File: src/rtl/any1_pkg.sv
// any1_pkg: shared types and defaults for the ANY-1 external bus arbiter.
//   arb_state_t    - arbiter state encoding (idle / busy / error-wait)
//   bus_req_t      - one requester's bus request bundle (179 bits packed)
//   ANY1_TMO_LIMIT - default strobe-without-ack timeout, in cycles
`timescale 1ns/1ps
package any1_pkg;

  typedef enum logic [1:0] {
    ARB_IDLE,
    ARB_BUSY,
    ARB_ERRW
  } arb_state_t;

  typedef struct packed {
    logic         cyc;
    logic         stb;
    logic         we;
    logic [15:0]  sel;
    logic [31:0]  adr;
    logic [127:0] dat;
  } bus_req_t;

  localparam int unsigned ANY1_TMO_LIMIT = 255;

endpackage

File: src/rtl/any1_bus_arbiter.sv
// any1_bus_arbiter: shares the single 128-bit external bus between the
// instruction-fetch port (m0) and the load/store port (m1).
//   - round-robin grant from IDLE, ownership held for the whole cyc period
//   - one dead cycle between successive owners
//   - vpa_o marks fetch-port ownership of an active cycle
//   - bus timeout: TMO_LIMIT cycles of stb without ack return a one-cycle
//     err to the owner, then the bus stays off until the owner drops cyc
// Ports:
//   clk_i, rst_i                    clock, synchronous active-high reset
//   mN_cyc/stb/we/sel/adr/dat_i     requester N bus request (N = 0,1)
//   mN_ack_o, mN_err_o, mN_dat_o    requester N return path
//   vpa_o                           fetch port owns an active cycle
//   cyc/stb/we/sel/adr/dat_o        external bus request
//   ack_i, dat_i                    external bus response
`timescale 1ns/1ps
module any1_bus_arbiter
  import any1_pkg::*;
#(
  parameter int unsigned TMO_LIMIT = ANY1_TMO_LIMIT
) (
  input  logic         clk_i,
  input  logic         rst_i,

  input  logic         m0_cyc_i,
  input  logic         m0_stb_i,
  input  logic         m0_we_i,
  input  logic [15:0]  m0_sel_i,
  input  logic [31:0]  m0_adr_i,
  input  logic [127:0] m0_dat_i,
  output logic         m0_ack_o,
  output logic         m0_err_o,
  output logic [127:0] m0_dat_o,

  input  logic         m1_cyc_i,
  input  logic         m1_stb_i,
  input  logic         m1_we_i,
  input  logic [15:0]  m1_sel_i,
  input  logic [31:0]  m1_adr_i,
  input  logic [127:0] m1_dat_i,
  output logic         m1_ack_o,
  output logic         m1_err_o,
  output logic [127:0] m1_dat_o,

  output logic         vpa_o,
  output logic         cyc_o,
  output logic         stb_o,
  output logic         we_o,
  output logic [15:0]  sel_o,
  output logic [31:0]  adr_o,
  output logic [127:0] dat_o,
  input  logic         ack_i,
  input  logic [127:0] dat_i
);

  localparam logic [7:0] TMO_LAST = 8'(TMO_LIMIT - 1);

  arb_state_t state, state_d;
  logic       owner, owner_d;
  logic       last, last_d;
  logic [7:0] tmo, tmo_d;

  bus_req_t req0, req1, own;
  logic     busy;
  logic     tmo_hit;

  assign req0 = {m0_cyc_i, m0_stb_i, m0_we_i, m0_sel_i, m0_adr_i, m0_dat_i};
  assign req1 = {m1_cyc_i, m1_stb_i, m1_we_i, m1_sel_i, m1_adr_i, m1_dat_i};

  always_comb begin
    own = owner ? req1 : req0;
  end

  assign busy = (state == ARB_BUSY);

  // Ack in the limit cycle suppresses the error.
  assign tmo_hit = busy & own.stb & ~ack_i & (tmo == TMO_LAST);

  // State register
  always_ff @(posedge clk_i) begin
    if (rst_i) begin
      state <= ARB_IDLE;
      owner <= 1'b0;
      last  <= 1'b1;
      tmo   <= '0;
    end else begin
      state <= state_d;
      owner <= owner_d;
      last  <= last_d;
      tmo   <= tmo_d;
    end
  end

  // Next-state logic
  always_comb begin
    state_d = state;
    owner_d = owner;
    last_d  = last;
    tmo_d   = tmo;
    case (state)
      ARB_IDLE: begin
        if (m0_cyc_i | m1_cyc_i) begin
          owner_d = (m0_cyc_i & m1_cyc_i) ? ~last : m1_cyc_i;
          last_d  = owner_d;
          state_d = ARB_BUSY;
          tmo_d   = '0;
        end
      end
      ARB_BUSY: begin
        if (!own.cyc) begin
          state_d = ARB_IDLE;
        end else if (ack_i || !own.stb) begin
          tmo_d = '0;
        end else if (tmo_hit) begin
          state_d = ARB_ERRW;
        end else begin
          tmo_d = tmo + 8'd1;
        end
      end
      ARB_ERRW: begin
        if (!own.cyc) state_d = ARB_IDLE;
      end
      default: state_d = ARB_IDLE;
    endcase
  end

  // Outputs: bus is driven only while BUSY
  always_comb begin
    cyc_o    = busy & own.cyc;
    stb_o    = busy & own.stb;
    we_o     = busy & own.we;
    sel_o    = busy ? own.sel : '0;
    adr_o    = busy ? own.adr : '0;
    dat_o    = busy ? own.dat : '0;
    vpa_o    = cyc_o & ~owner;
    m0_ack_o = ack_i & stb_o & ~owner;
    m1_ack_o = ack_i & stb_o &  owner;
    m0_err_o = tmo_hit & ~owner;
    m1_err_o = tmo_hit &  owner;
    m0_dat_o = dat_i;
    m1_dat_o = dat_i;
  end

endmodule

File: config.mk
export PLATFORM = sky130hd
export DESIGN_NAME = any1_bus_arbiter
export DESIGN_NICKNAME = d
export VERILOG_FILES = /design/src/rtl/any1_pkg.sv /design/src/rtl/any1_bus_arbiter.sv
export SDC_FILE = /design/constraint.sdc
export NUM_CORES = 1
export LEC_CHECK = 0
export CAP_MARGIN = 20
export CORE_AREA = 2 2 357 359
export CTS_CLUSTER_DIAMETER = 50
export DETAILED_ROUTE_END_ITERATION = 8
export DIE_AREA = 0 0 359 361
export GPL_TIMING_DRIVEN = 0
export PLACE_DENSITY_LB_ADDON = 0.05
export SYNTH_ARGS = -nofsm -noshare
export SYNTH_HDL_FRONTEND = slang
export SYNTH_SLANG_ARGS = --single-unit
File: constraint.sdc
create_clock -name clk_i -period 2.1 [get_ports clk_i]
set_input_delay 0.42 -clock clk_i [delete_from_list [all_inputs] [get_ports clk_i]]
set_output_delay 0.42 -clock clk_i [all_outputs]
set_load 0.02 [all_outputs]
==> metrics.txt, run 1 <==
status=complete, but fails checks; failing checks=negative setup slack; post-synthesis instance area=between 5000 and 6000 µm²; peak fanout along the critical path=3; Post-Place Worst Slack=-2240 ps; Power Density=about 280 nW/µm²; maxcap violations=0; vias in the first global route=about 8.6k; Post-synth EDFFs=0; Mapped Nets=about 1.2k; worst setup path category=in -> out; routed wire length=62300 µm; Leakage=between 6 and 7 nW; top layer used by detailed routing=met5; Worst Setup Start Kind=input port; RSZ-0062 raised after global routing=true; # IOs=~930; 1st-pass router iterations=4; final net count=a little over 2k; largest net degree at the start of global routing=11; Root Buffer=clkbuf_16; DR vias/cell=roughly 2.5; Fin Setup TNS=-4040 ps; Fillers=~14k; Hold WC Path Type=reg -> reg; f_max=between 400 and 500 MHz; starting density of the core=about 4.2%; RR Startpoint=owner$_SDFFE_PP0P_; Num Clock Sinks=12; fin worst setup slack=-120 ps; Area growth syn-to-layout=237%; Fin. Hold Viols=0; Design Area, Final=17700 µm²; number of CTS-inserted buffers=3; VDD IR max=between 200 and 250 µV; Worst slew margin=71.3%; HPWL Detailed=54700 µm; crit end category=output port; Unique masters post-synth=42; Tmin final=approximately 2200 ps; synth warn=0; clk_skew=between 2 and 2.5 ps; final setup vio count=~90; initial DRC count=150; DR vias=approximately 8.1k; WL met1=19500 µm; post-synthesis register bit count=12; ratio of cells with drive above 1 in the final layout=45.3%; H-tree Lvls=1; required time worst endpoint=roughly 1700 ps; placed inst area=about 15000 µm²; WP data arrival=approximately 1800 ps; Final Cycle Share=106%; CTS tree=built; worst-margin pin slew=429 ps; Post-Syn Instances=737; Skew-Pair Late Insertion Delay=250 ps; worst reg-to-reg setup slack=about 160 ps; clk slew on worst S/H paths=50 ps; Post-route DRC=0; row cnt=130; end of the worst register-to-register path=tmo[4]$_SDFFE_PP0P_; Min-Delay Startpoint=last$_SDFFE_PP1P_; Clock Path Buffers=2; met2 wire length=between 30000 and 40000 µm; initial antenna violation count=24; met3 WL post-DR=5730 µm; Die Area=130000 µm²; commonest non-fill, non-tap cells in the layout=611 x clkdlybuf4s50_1, 293 x buf_4, 119 x mux2i_1, 111 x buf_6, 88 x nor2_4; first-pass GRT wire length=roughly 80000 µm; Port Buf Inserts=800; Die X=359 µm; Pwr Total=between 5 and 6 mW; hold worst-path end=last$_SDFFE_PP1P_; post-synthesis sequential area ratio=around 4.6%; drt wl/cell=just under 20 µm; Post-CTS Hold Fix Bufs=0; Die Y-Extent=~360 µm; Reg2Reg Depth=7; Max Slew Vio Count=0; ys async rst share=0%; Core Region=approximately 130000 µm²; Hold Crit Depth=1; commonest non-fill, non-tap cell in the layout=clkdlybuf4s50_1; most used flip-flop cell after synthesis=dfxtp_1; post-route ant nets=0; GP Congestion=approximately 0.75; Total GRT Usage=under 10%; total gr overflow=0; syn avg cell area=approximately 7.1 µm²
==> flip-flops by register name, summed over array words and instances (netlist names) <==
name and count:
state 2, owner 1, last 1, tmo 8
==> per-stage QoR <==
step	std cells	hold WS, ps	util (%)
floorplan	737	459	-
global placement	3187	483	12.2
detailed placement	3188	485	12.2
CTS	3203	497	12.8
global route	3231	541	14.1
finish	3232	494	14.1
==> worst max path at each step <==
stage / from / endpoint / slack [ps] / cells after the start
floorplan: state[0]$_SDFFE_PP0P_ / m0_err_o / 70 / 4
global placement: state[1]$_SDFFE_PP0P_ / dat_o[121] / -2260 / 6
detailed placement: state[1]$_SDFFE_PP0P_ / dat_o[112] / -2240 / 6
CTS: state[0]$_SDFFE_PP0P_ / dat_o[121] / -180 / 6
global route: state[0]$_SDFFE_PP0P_ / m0_err_o / -190 / 6
finish: m0_stb_i / m0_err_o / -120 / 6
==> layer usage <==
layer  vias to the layer above  GRT usage [%]
met1                      3735           7.58
met2                       457           18.7
met5                         -              0
met4                        26          0.637
met3                        39           3.65
li1                       3875              -
==> timing repair <==
action                                  4_1_cts  5_1_grt
resized for setup                          1067      467
endpoints found under the setup margin      192      172
pin swaps                                     6       35
buffers inserted                              9       11
cloned                                        3       13
==> cell type report <==
type | instances | area (µm²) | area share, %
Buffer | 297 | 2680 | 15.1
Multi-Input combinational cell | 423 | 4100 | 23.1
Antenna cell | 5 | 12.5 | 0.0706
Timing Repair Buffer | 836 | 8510 | 48.0
Inverter | 5 | 18.8 | 0.106
Sequential cell | 12 | 251 | 1.42
Tap cell | 1650 | 2060 | 11.6
Clock buffer | 4 | 88.8 | 0.501
==> kinds of logic (layout without fill, tap and decap cells) <==
group | Yosys count | in the layout | synth area share (%)
fa+ha+maj | 2 | 2 | 0.476
simple gates | 216 | 217 | 17.3
mux | 179 | 179 | 34.1
flops | 12 | 12 | 4.57
compound gates | 25 | 25 | 3.31
buf+inv | 303 | 1142 | 40.3
other cells | 0 | 5 | 0
==> where the power goes <==
| group | switching, mW | internal (mW) |
|---|---|---|
| sequential | 0.00753 | 0.234 |
| combinational | 1.97 | 2.42 |
| clock | 0.119 | 0.289 |
| total | 2.09 | 2.94 |
==> cells in the mapped netlist (2+ instances only) <==
library cell | instances | area (µm²)
nand2_1 | 6 | 22.5
buf_4 | 256 | 1920
clkbuf_1 | 30 | 113
inv_1 | 5 | 18.8
nor2_1 | 185 | 694
and3_1 | 2 | 12.5
buf_2 | 9 | 45.0
nor3b_1 | 2 | 15.0
a211o_2 | 2 | 20.0
nor3_1 | 3 | 15.0
buf_1 | 2 | 7.51
a21oi_1 | 7 | 35.0
o21ai_1 | 3 | 15.0
dfxtp_1 | 12 | 240
o31ai_1 | 2 | 15.0
mux2i_1 | 179 | 1790
ha_1 | 2 | 25.0
or4_1 | 2 | 15.0
nand2b_1 | 3 | 18.8
nand4_1 | 2 | 12.5
or3_2 | 2 | 15.0
==> worst max-delay path, stage by stage <==
cell and delay [ps]:
clkdlybuf4s50_1 500, mux2i_4 100, nor4b_4 340, buf_6 160
nor2b_4 130, buf_6 130
Note: power is estimated with default switching activity, not from simulation.
==> inputs of run 2 (changes only) <==
SLEW_MARGIN = 10   (was unset)
==> results of run 2 <==
No change in the layout: final DEF, timing and power equal those of run 1.
==> inputs of run 3 (changes only) <==
CAP_MARGIN = unset   (was 20)
==> metrics.txt, run 3 (same netlist as run 1, synthesis figures left out) <==
routed wire length=62800 µm (+0.71%); Core Region=125000 µm² (unchanged); # IOs=929 (unchanged); Reg with most FFs=tmo; Die Area=130000 µm² (unchanged); Fin Setup TNS=-761 ps (+3280 ps); 1st-pass router iterations=4 (unchanged); ratio of cells with drive above 1 in the final layout=45.6% (+0.37 points); H-tree Lvls=1 (unchanged); WP data arrival=1730 ps (-70 ps); Tmin final=2150 ps (-67.6 ps); Total GRT Usage=8.97% (+0.25 points); final net count=2076 (+0.34%); final setup vio count=37 (-58%); Die X=359 µm (unchanged); Post-route DRC=0 (unchanged); Final Cycle Share=103% (-3.2 points); Root Buffer=clkbuf_16; Clock Path Buffers=2 (unchanged); Max Slew Vio Count=0 (unchanged); Hold WC Path Type=reg -> reg; Leakage=6.72 nW (+1.4%); fin worst setup slack=-52.7 ps (+67.6 ps); clk_skew=3.26 ps (+1.00 ps); commonest non-fill, non-tap cell in the layout=clkdlybuf4s50_1; post-route ant nets=0 (unchanged); total gr overflow=0 (unchanged); Skew-Pair Late Insertion Delay=240 ps (about the same); status=complete, but fails checks; Post-Place Worst Slack=-2290 ps (-50.1 ps); failing checks=negative setup slack; RSZ-0062 raised after global routing=true; worst setup path category=reg -> out; vias in the first global route=8708 (+1.4%); Die Y-Extent=361 µm (unchanged); peak fanout along the critical path=6 (+3); worst-margin pin slew=498 ps (+69.7 ps); Port Buf Inserts=800 (unchanged); Fin. Hold Viols=0 (unchanged); Num Clock Sinks=12 (unchanged); Worst Setup Start Kind=flop; DR vias/cell=2.51 (-0.31%); Worst slew margin=66.8% (-4.6 points); row cnt=130 (unchanged); Power Density=283 nW/µm² (-0.19%); starting density of the core=4.19% (unchanged); VDD IR max=200 µV (-8.9%); multi-input combinational cell area=4000 µm² (-2.4%); largest net degree at the start of global routing=11 (unchanged); HPWL Detailed=54600 µm (-0.27%); Area growth syn-to-layout=238%; CTS tree=built; maxcap violations=0 (unchanged); required time worst endpoint=1680 ps (about the same); f_max=465 MHz (+3.1%); number of flip-flops in the largest register=8 (unchanged); number of CTS-inserted buffers=3 (unchanged); commonest non-fill, non-tap cells in the layout=610 x clkdlybuf4s50_1, 299 x buf_4, 125 x mux2i_1, 113 x buf_6, 93 x nor2_4; GP Congestion=0.746 (unchanged); DR vias=8137 (+0.061%); crit end category=output port; drt wl/cell=19.3 µm (+0.34%); initial antenna violation count=22 (-8.3%); first-pass GRT wire length=79700 µm (+2.6%); Fillers=14.2k (-0.53%); Reg area=253 µm² (+0.50%); clk slew on worst S/H paths=50 ps (about the same); Top Registers=tmo: 8 flops, state: 2 flops; initial DRC count=111 (-26%)
run 3: cell count changes in the layout (fill, tap and decap cells not counted), sizes merged:
| cell | change |
|---|---|
| buf | +5 |
| clkdlybuf4s15 | -15 |
| dlymetal6s2s | -1 |
| clkdlybuf4s50 | -1 |
| dlygate4sd2 | +2 |
| clkbuf | +17 |
| diode | +5 |
run 3: repair_timing:
action	CTS	global route
hold buffers	0	0
resized for setup	1293	280
hold endpoints to repair	0	0
buffers inserted	10	12
cloned	13	10
endpoints found under the setup margin	192	168
pin swaps	33	50
run 3: worst paths after layout:
kind                              start             endpoint  slack [ps]  cells past startpoint
hold reg to reg       last$_SDFFE_PP1P_    last$_SDFFE_PP1P_         490                      1
setup reg to reg    tmo[0]$_SDFFE_PP0P_  tmo[1]$_SDFFE_PP0P_         190                      7
setup / recovery  state[0]$_SDFFE_PP0P_            dat_o[64]         -50                      6
hold / removal        last$_SDFFE_PP1P_    last$_SDFFE_PP1P_         490                      1
run 3: metrics by stage:
step	instance area (µm²)	cells	power [mW]	hold WS, ps	util (%)
floorplan	5260	737	1.84	459	-
global placement	15300	3187	3.95	483	12.2
detailed placement	15300	3187	3.93	488	12.2
CTS	16700	3213	4.82	500	13.3
global route	17700	3241	5.33	529	14.1
finish	17800	3244	5.03	493	14.2
run 3: layer usage:
| layer | global-route usage [%] | share of wire [%] |
|---|---|---|
| met1 | 7.90 | 31 |
| met2 | 18.8 | 58 |
| met3 | 3.86 | 9.4 |
| met4 | 1.14 | 0.93 |
| met5 | 0 | 0.19 |
run 3: power breakdown:
part           total (mW)  internal, mW  switching [mW]
sequential          0.243         0.234         0.00865
clock               0.405         0.289           0.116
combinational        4.38          2.42            1.96
total                5.03          2.94            2.09
run 3: worst max-delay path: stages, from the launching register on:
cell	delay [ps]
dfxtp_4	370
or2b_4	320
buf_12	160
clkbuf_16	180
clkbuf_16	190
nor2_4	110
buf_6	130
run 3: area by class of cell:
class	count	area share, %
tap	1650	11.6
inverter	5	0.106
clock buffer	4	0.500
timing repair buffer	844	48.4
buffer	296	15.3
multi-input combinational	423	22.5
antenna	10	0.141
sequential	12	1.42
